**config.mk**
```make
export PLATFORM = sky130hd
export DESIGN_NAME = load_store_unit_flat
export DESIGN_NICKNAME = d
export VERILOG_FILES = /design/src/rtl/lsu_pkg.sv /design/src/rtl/load_store_unit_if.sv /design/src/rtl/lsu_lane_align.sv /design/src/rtl/load_store_unit.sv /design/src/flat_wrapper.sv
export SDC_FILE = /design/constraint.sdc
export NUM_CORES = 1
export LEC_CHECK = 0
export BUFFER_PORTS_ARGS = -buffer_cell sky130_fd_sc_hd__buf_4
export CORE_ASPECT_RATIO = 1.25
export CORE_UTILIZATION = 52
export DETAILED_ROUTE_END_ITERATION = 8
export HOLD_SLACK_MARGIN = 0.06
export PLACE_DENSITY = 0.8
export SYNTH_ARGS = -nofsm -noshare
export SYNTH_HDL_FRONTEND = slang
export SYNTH_SLANG_ARGS = --single-unit
```
**constraint.sdc**
```tcl
create_clock -name clk -period 2.5 [get_ports clk]
set_clock_uncertainty 0.1 [all_clocks]
set_input_delay 0.25 -clock clk [delete_from_list [all_inputs] [get_ports clk]]
set_output_delay 0.25 -clock clk [all_outputs]
set_load 0.005 [all_outputs]
```
**src/rtl/lsu_pkg.sv**
```systemverilog
// Shared types for the load/store unit: access-size encodings, FSM states
// and the alignment rule used to flag faults at request acceptance.
package lsu_pkg;

  typedef enum logic [1:0] {
    SZ_BYTE    = 2'd0,
    SZ_HALF    = 2'd1,
    SZ_WORD    = 2'd2,
    SZ_ILLEGAL = 2'd3
  } lsu_size_e;

  typedef enum logic [2:0] {
    IDLE,
    LOAD,
    READ,
    WRITE,
    RESP
  } lsu_state_e;

  // Alignment only; the illegal size encoding is rejected separately.
  function automatic logic is_misaligned(input lsu_size_e size, input logic [1:0] offset);
    case (size)
      SZ_HALF: return offset[0];
      SZ_WORD: return |offset;
      default: return 1'b0;
    endcase
  endfunction

endpackage

```
**src/rtl/load_store_unit_if.sv**
```systemverilog
// CPU-side request/response channel of the load/store unit.
interface load_store_unit_if;
  logic        req_valid;
  logic        req_ready;
  logic        req_write;
  logic [1:0]  req_size;
  logic        req_unsigned;
  logic [31:0] req_addr;
  logic [31:0] req_wdata;
  logic        resp_valid;
  logic [31:0] resp_rdata;
  logic        resp_fault;

  modport master (
    output req_valid, req_write, req_size, req_unsigned, req_addr, req_wdata,
    input  req_ready, resp_valid, resp_rdata, resp_fault
  );

  modport slave (
    input  req_valid, req_write, req_size, req_unsigned, req_addr, req_wdata,
    output req_ready, resp_valid, resp_rdata, resp_fault
  );
endinterface

```
**src/rtl/lsu_lane_align.sv**
```systemverilog
// Little-endian lane handling: extract/extend load data from a memory word and
// merge sub-word store data into the previously read word.
import lsu_pkg::*;

module lsu_lane_align (
  input  logic [31:0] load_word,
  input  lsu_size_e   size,
  input  logic [1:0]  offset,
  input  logic        is_unsigned,
  output logic [31:0] load_data,
  input  logic [31:0] old_word,
  input  logic [31:0] wdata,
  output logic [31:0] store_word
);

  logic [7:0]  lane_b;
  logic [15:0] lane_h;

  always_comb begin
    lane_b    = '0;
    lane_h    = '0;
    load_data = load_word;
    case (offset)
      2'd0: lane_b = load_word[7:0];
      2'd1: lane_b = load_word[15:8];
      2'd2: lane_b = load_word[23:16];
      2'd3: lane_b = load_word[31:24];
      default: lane_b = '0;
    endcase
    lane_h = offset[1] ? load_word[31:16] : load_word[15:0];
    case (size)
      SZ_BYTE: load_data = is_unsigned ? {24'd0, lane_b} : {{24{lane_b[7]}}, lane_b};
      SZ_HALF: load_data = is_unsigned ? {16'd0, lane_h} : {{16{lane_h[15]}}, lane_h};
      default: load_data = load_word;
    endcase
  end

  always_comb begin
    store_word = old_word;
    case (size)
      SZ_BYTE: begin
        case (offset)
          2'd0: store_word[7:0]   = wdata[7:0];
          2'd1: store_word[15:8]  = wdata[7:0];
          2'd2: store_word[23:16] = wdata[7:0];
          2'd3: store_word[31:24] = wdata[7:0];
          default: store_word = old_word;
        endcase
      end
      SZ_HALF: begin
        if (offset[1]) store_word[31:16] = wdata[15:0];
        else           store_word[15:0]  = wdata[15:0];
      end
      default: store_word = wdata;
    endcase
  end

endmodule

```
**src/rtl/load_store_unit.sv**
```systemverilog
// Load/store unit between execute stage and data memory: one transaction at a
// time, byte->word addressing, load extension and read-modify-write sub-word stores.
import lsu_pkg::*;

module load_store_unit #(
  parameter int unsigned ADDR_BITS = 22
) (
  input  logic                 clk,
  input  logic                 reset,
  load_store_unit_if.slave     bus,
  output logic [ADDR_BITS-1:0] mem_address,
  output logic [31:0]          mem_dataIn,
  output logic                 mem_writeEnable,
  input  logic [31:0]          mem_dataOut
);

  lsu_state_e  state, state_next;
  lsu_size_e   req_size_in;
  lsu_size_e   size_q;
  logic        uns_q;
  logic [1:0]  off_q;
  logic [31:0] wdata_q;
  logic        fault_q;
  logic [31:0] rdata_q;
  logic [31:0] addr_hi;
  logic        req_fault;
  logic [31:0] load_data;
  logic [31:0] store_word;

  assign req_size_in = lsu_size_e'(bus.req_size);
  assign addr_hi     = bus.req_addr >> (ADDR_BITS + 2);
  assign req_fault   = (req_size_in == SZ_ILLEGAL)
                     | is_misaligned(req_size_in, bus.req_addr[1:0])
                     | (|addr_hi);

  lsu_lane_align u_align (
    .load_word  (mem_dataOut),
    .size       (size_q),
    .offset     (off_q),
    .is_unsigned(uns_q),
    .load_data  (load_data),
    .old_word   (mem_dataOut),
    .wdata      (wdata_q),
    .store_word (store_word)
  );

  // rdata_q is cleared on every accept so stores and faults respond with 0.
  always_ff @(posedge clk) begin
    if (reset) begin
      state       <= IDLE;
      size_q      <= SZ_BYTE;
      uns_q       <= 1'b0;
      off_q       <= '0;
      wdata_q     <= '0;
      fault_q     <= 1'b0;
      rdata_q     <= '0;
      mem_address <= '0;
      mem_dataIn  <= '0;
    end else begin
      state <= state_next;
      case (state)
        IDLE: begin
          if (bus.req_valid) begin
            size_q      <= req_size_in;
            uns_q       <= bus.req_unsigned;
            off_q       <= bus.req_addr[1:0];
            wdata_q     <= bus.req_wdata;
            fault_q     <= req_fault;
            rdata_q     <= '0;
            mem_address <= bus.req_addr[ADDR_BITS+1:2];
            if (bus.req_write) mem_dataIn <= bus.req_wdata;
          end
        end
        LOAD:    rdata_q    <= load_data;
        READ:    mem_dataIn <= store_word;
        default: ;
      endcase
    end
  end

  always_comb begin
    state_next          = state;
    bus.req_ready       = 1'b0;
    bus.resp_valid      = 1'b0;
    bus.resp_fault      = 1'b0;
    bus.resp_rdata      = '0;
    mem_writeEnable     = 1'b0;
    case (state)
      IDLE: begin
        bus.req_ready = 1'b1;
        if (bus.req_valid) begin
          if (req_fault)                      state_next = RESP;
          else if (!bus.req_write)            state_next = LOAD;
          else if (req_size_in == SZ_WORD)    state_next = WRITE;
          else                                state_next = READ;
        end
      end
      LOAD:  state_next = RESP;
      READ:  state_next = WRITE;
      WRITE: begin
        mem_writeEnable = 1'b1;
        state_next      = RESP;
      end
      RESP: begin
        bus.resp_valid = 1'b1;
        bus.resp_fault = fault_q;
        bus.resp_rdata = rdata_q;
        state_next     = IDLE;
      end
      default: state_next = IDLE;
    endcase
  end

endmodule

```
**src/flat_wrapper.sv**
```systemverilog
// flat-port wrapper written by rule: the top's interface ports become plain ports
module load_store_unit_flat 
#(
  parameter int unsigned ADDR_BITS = 22
)
  (clk, reset, mem_address, mem_dataIn, mem_writeEnable, mem_dataOut, bus_req_valid, bus_req_write, bus_req_size, bus_req_unsigned, bus_req_addr, bus_req_wdata, bus_req_ready, bus_resp_valid, bus_resp_rdata, bus_resp_fault);
  load_store_unit_if bus_i ();
  input  logic clk;
  input  logic reset;
  output logic [ADDR_BITS-1:0] mem_address;
  output logic [31:0] mem_dataIn;
  output logic mem_writeEnable;
  input  logic [31:0] mem_dataOut;
  input wire logic [$bits(bus_i.req_valid)-1:0] bus_req_valid;
  input wire logic [$bits(bus_i.req_write)-1:0] bus_req_write;
  input wire logic [$bits(bus_i.req_size)-1:0] bus_req_size;
  input wire logic [$bits(bus_i.req_unsigned)-1:0] bus_req_unsigned;
  input wire logic [$bits(bus_i.req_addr)-1:0] bus_req_addr;
  input wire logic [$bits(bus_i.req_wdata)-1:0] bus_req_wdata;
  output wire logic [$bits(bus_i.req_ready)-1:0] bus_req_ready;
  output wire logic [$bits(bus_i.resp_valid)-1:0] bus_resp_valid;
  output wire logic [$bits(bus_i.resp_rdata)-1:0] bus_resp_rdata;
  output wire logic [$bits(bus_i.resp_fault)-1:0] bus_resp_fault;
  assign bus_i.req_valid = bus_req_valid;
  assign bus_i.req_write = bus_req_write;
  assign bus_i.req_size = bus_req_size;
  assign bus_i.req_unsigned = bus_req_unsigned;
  assign bus_i.req_addr = bus_req_addr;
  assign bus_i.req_wdata = bus_req_wdata;
  assign bus_req_ready = bus_i.req_ready;
  assign bus_resp_valid = bus_i.resp_valid;
  assign bus_resp_rdata = bus_i.resp_rdata;
  assign bus_resp_fault = bus_i.resp_fault;
  load_store_unit #(.ADDR_BITS(ADDR_BITS)) u_core (.clk(clk), .reset(reset), .bus(bus_i), .mem_address(mem_address), .mem_dataIn(mem_dataIn), .mem_writeEnable(mem_writeEnable), .mem_dataOut(mem_dataOut));
endmodule
```
# --- Word-level counts from Yosys, hierarchy flattened ---
# Index checks and enable logic that the tools add are counted.
totals:
  register_bits: 127
  latchBits: 0
  mem_bits_rw: 0
  romBits: 0
  input_bits: 103
  output_inout_bits: 90
  mem_count: 0
classes:
  add_sub_neg: 0
  mul: 0
  div_mod_pow: 0
  order_cmp: 0
  n_eq_ne: 13
  n_shift: 0
  mux: 28
  bitwise_logic: 2
  reduce_logical: 11
ops:
  columns: ["op", "n"]
  rows:
  - ["$pmux W32 S2", 4]
  - ["$mux W32", 6]
  - ["$mux W16", 3]
  - ["$mux W8", 4]
  - ["$pmux W8 S4", 1]
  - ["$mux W3", 3]
  - ["$pmux W3 S3", 1]
  - ["$eq A2 B2 Y1 const B", 4]
  - ["$reduce_or A8 Y1", 1]
  - ["$eq A2 B1 Y1 const B", 3]
  - ["$eq A3 B2 Y1 const B", 2]
  - ["$mux W1", 5]
  - ["$logic_not A2 Y1", 2]
  - ["$ne A2 B2 Y1 const B", 2]
  - ["$reduce_and A2 Y1", 2]
  - ["$reduce_bool A2 Y1", 2]
  - ["$reduce_or A2 Y1", 2]
  - ["$eq A3 B1 Y1 const B", 1]
  - ["$eq A3 B3 Y1 const B", 1]
  - ["$logic_not A3 Y1", 1]
  - ["$reduce_and A3 Y1", 1]
  - ["$or A1 B1 Y1", 2]
  - ["$pmux W1 S2", 1]

# --- Longest topological paths before layout ---
logic_depth:
  depth_word: 7
  ltp_mapped: 7
  ltp_nobuf: 6

# --- By module ---
# A second synthesis with hierarchy kept.
hier_totals:
  cells_unflattened: 846
  hier_area_um2: 7019.2
modules_own_cells:
  columns: ["module", "instances", "cells_each", "area_each_um2", "seq_area_each_um2"]
  rows:
  - ["load_store_unit", 1, 613, 5287.6, 2542.4]
  - ["lsu_lane_align", 1, 233, 1731.7, 0.0]

# --- Worst setup path after synthesis ---
# No wires, ideal clock.
synth_timing:
  kind: "reg2reg"
  start: "register u_core.state[2]"
  end: "register u_core.mem_dataIn[10]"
  arrival_ps: 1521
  required_ps: 2283
  setup_slack_ps: 762
  path_stages_with_launch: 8
  cell_sequence: "dfxtp_1 > buf_6 > or3b_1 > buf_2 > buf_6 > a21oi_1 > o221ai_1 > a32o_1"
synth_via:
  elab_chain_cells: 3
synth_lines:
  columns: ["item", "line", "source"]
  rows:
  - ["start: declaration", "load_store_unit.sv:17", "lsu_state_e state, state_next;"]
  - ["start signal: assignment", "load_store_unit.sv:60", "state <= state_next;"]
  - ["$eq A3 B2 Y1 / $logic_not A3 Y1 (equally long branches)", "load_store_unit.sv:61", "case (state)"]
  - ["$reduce_bool A2 Y1 (no source line) / $ne A2 B2 Y1 (equally long branches)", null, null]
  - ["$reduce_and A3 Y1 (no source line)", null, null]
  - ["end signal: assignment", "load_store_unit.sv:71", "if (bus.req_write) mem_dataIn <= bus.req_wdata;"]
  - ["end signal: assignment", "load_store_unit.sv:75", "READ: mem_dataIn <= store_word;"]
  - ["end: declaration", "load_store_unit.sv:12", "output logic [31:0] mem_dataIn,"]
# Several ways; a longest one is shown, not always the timed one.
# A chain may end at the register's enable or synchronous reset.

# --- Worst setup path after layout ---
layout_timing:
  start: "register u_core.state[2]"
  end: "output port bus_resp_fault"
layout_via:
  elab_chain_cells: 2
layout_lines:
  columns: ["item", "line", "source"]
  rows:
  - ["$eq A3 B3 Y1", "load_store_unit.sv:88", "case (state)"]
  - ["$mux W1", "load_store_unit.sv:88", null]
  - ["end: declaration", "flat_wrapper.sv:23", "output wire logic [$bits(bus_i.resp_fault)-1:0] bus_resp_fault;"]
# No other way between the ends.

==> metrics <==
Final Hold Fails=0; vias per cell=5.98; number of CTS-inserted buffers=17; placed insts=1,119; Async SR Flop Fraction=0%; Top FF cell, synth=dfxtp_1; critical path type=reg2out; count leader, synth=nand2_1; Max Root-Sink Buffers=2; FMAX=449 MHz; post-synth top area cell=dfxtp_1; Overflow after GRT=0; Critical Path Source Type=flop; max_cap viols=0; TritonRoute pass-1 iters=6; synth top area cells=dfxtp_1 39%, nand2_1 8.9%, a21oi_1 6.2%; num ports=193; initial core utilization=53.7%; row count=45; initial antenna violation count=0; status=completed; Worst Path Required=2.15 ns; WP buf/inv=2; Final Non-Filler Cells=1,212; Cells after Synth=810; slowest stage cell on the critical path=dfxtp_1; Post CTS Setup Buffer Count=0; area of the multi-input gates=3660 um^2; post-synth top area share=38.6%; number of flops mapped to enable cells by yosys=0; Setup crit end kind=primary output; Antenna diodes=0; storage element area=2540 um^2; die span in y=128 um; Hold Crit Class=in2reg; share of cells above drive strength 1=27.6%; Core Util, Final=75.7%; first-pass GRT wire length=34.9 mm; number of remaining DRC errors=0; width of the chip=103 um; crit-path max cell delay=0.58 ns; DRT iter0 DRCs=768; power per standard cell area=585 nW/um^2; fill count=910; Syn Nets=916; mean post-synth cell area=8.13 um^2; Area Overhead vs Synth=41.1%; post-DR wirelength/cell=18.7 um; final setup fails=0; TritonCTS clock tree=done; Relative slew margins=28.2%; CP top delay family=flip-flops; number of routed nets with antenna violations=0; final wirelength=22.6 mm; post-route minimum period=2.23 ns; Worst EP arrival=1.88 ns; CP dominant cell by count=buf_4; Slew Limit Fails=0; PortBufs=192; H-tree depth=4; Clock Pin Slew Worst Setup and Hold Paths=0.05 ns; Final #Nets=1,141; core region area=12,300 um^2; worst slew pin tran=1.07 ns; placed inst area=8120 um^2; leak pwr=3.91 nW; TNS Setup=0 ns; CTS sink count=127; detailed-placement wirelength estimate=15.0 mm; Seq/Total Area, Yosys=38.6%; post-route cell area=9290 um^2; largest net degree at the start of global routing=74; CP max FO=34; RSZ-0062 raised after global routing=false; library cells used by synthesis=53; routability cong.=0.878; post-synthesis register bit count=127; All-Layer GR Usage=34.9%; clock latency at the later pin of the worst-skew pair=0.41 ns; top post-synthesis cells by count=157 x nand2_1, 127 x dfxtp_1, 81 x a21oi_1; vias in the first global route=6,882; CP cell instances=nor3b_2 > buf_4 > and2_1 > buf_4; die area=13,100 um^2; Synth Cell Area=6590 um^2; clock root cell=clkbuf_16; peak supply drop=0.468 mV; final period utilization=89.0%; via count=7,246; Yosys warnings=0
final timing paths:
path | cells after the start | to | slack (ns) | start
worst max register to register | 4 | u_core.mem_dataIn[17] | 0.33 | u_core.state[1]
worst min register to register | 1 | u_core.rdata_q[10] | 0.35 | u_core.rdata_q[10]
worst max-delay path | 4 | bus_resp_fault | 0.27 | u_core.state[2]
worst min-delay path | 3 | u_core.rdata_q[15] | 0.08 | mem_dataOut[15]
layout make-up:
| class | instances | area share (%) |
|---|---|---|
| Clock buffer | 22 | 5.10 |
| Clock inverter | 10 | 0.943 |
| Inverter | 15 | 0.606 |
| Multi-Input combinational cell | 593 | 39.4 |
| Sequential cell | 127 | 27.4 |
| Tap cell | 164 | 2.21 |
| Timing Repair Buffer | 281 | 24.3 |
per-layer routing:
| metal | global-route usage (%) | up-vias | wire length, um |
|---|---|---|---|
| met3 | 7.85 | 87 | 2100 |
| met4 | 18.8 | 0 | 1090 |
| met2 | 57.3 | 421 | 11000 |
| met1 | 42.0 | 3389 | 8410 |
| met5 | 0 | - | 0 |
| li1 | - | 3349 | - |
registers in the layout (all words and copies together), names as in the netlist, 2 cells and up:
name,cells
u_core.mem_address,22
u_core.size_q,2
u_core.mem_dataIn,32
u_core.rdata_q,32
u_core.state,3
u_core.off_q,2
u_core.wdata_q,32
where the power goes:
part	switching, W	leakage (nW)	internal, W	total, W
Combinational	0.000446	2.61	0.000430	0.000876
Clock	0.000915	0.264	0.00144	0.00235
Sequential	0.0000902	1.04	0.00211	0.00220
cells by family (layout without fill, tap and decap cells):
family / count (synthesis) / in the layout / share of synthesized area (%)
compound gates: 248 / 248 / 26.2
simple gates: 318 / 318 / 23.6
fa+ha+maj: 3 / 3 / 0.570
buf+inv: 90 / 328 / 5.94
mux: 24 / 24 / 5.13
flops: 127 / 127 / 38.6
cell usage in the layout, fill, tap and decap left out, types with 19 or more instances in the layout:
| cell | instances |
|---|---|
| dfxtp_1 | 126 |
| nor2_1 | 35 |
| dlygate4sd3_1 | 61 |
| o21ai_0 | 30 |
| a21o_1 | 20 |
| nand3_1 | 19 |
| a21oi_1 | 81 |
| and2_1 | 35 |
| nand2_1 | 156 |
| buf_4 | 220 |
what timing repair did:
item / CTS / global route
resized for setup: 0 / 0
hold endpoints to repair: 81 / 0
hold buffers: 61 / 0
worst min-delay path, stage by stage:
cell	delay, ns
buf_4	0.13
o21ai_0	0.08
o2bb2ai_1	0.11
through the flow:
step	power (W)	worst slack, ns	hold slack [ns]
2_1_floorplan	0.00263	0.762	0.286
3_3_place_gp	0.00301	0.470	0.333
3_5_place_dp	0.00302	0.375	0.337
4_1_cts	0.00542	0.267	0.0702
5_1_grt	0.00562	0.120	0.0975
6_report	0.00543	0.274	0.0843
Power figures use the tool's default switching activity.
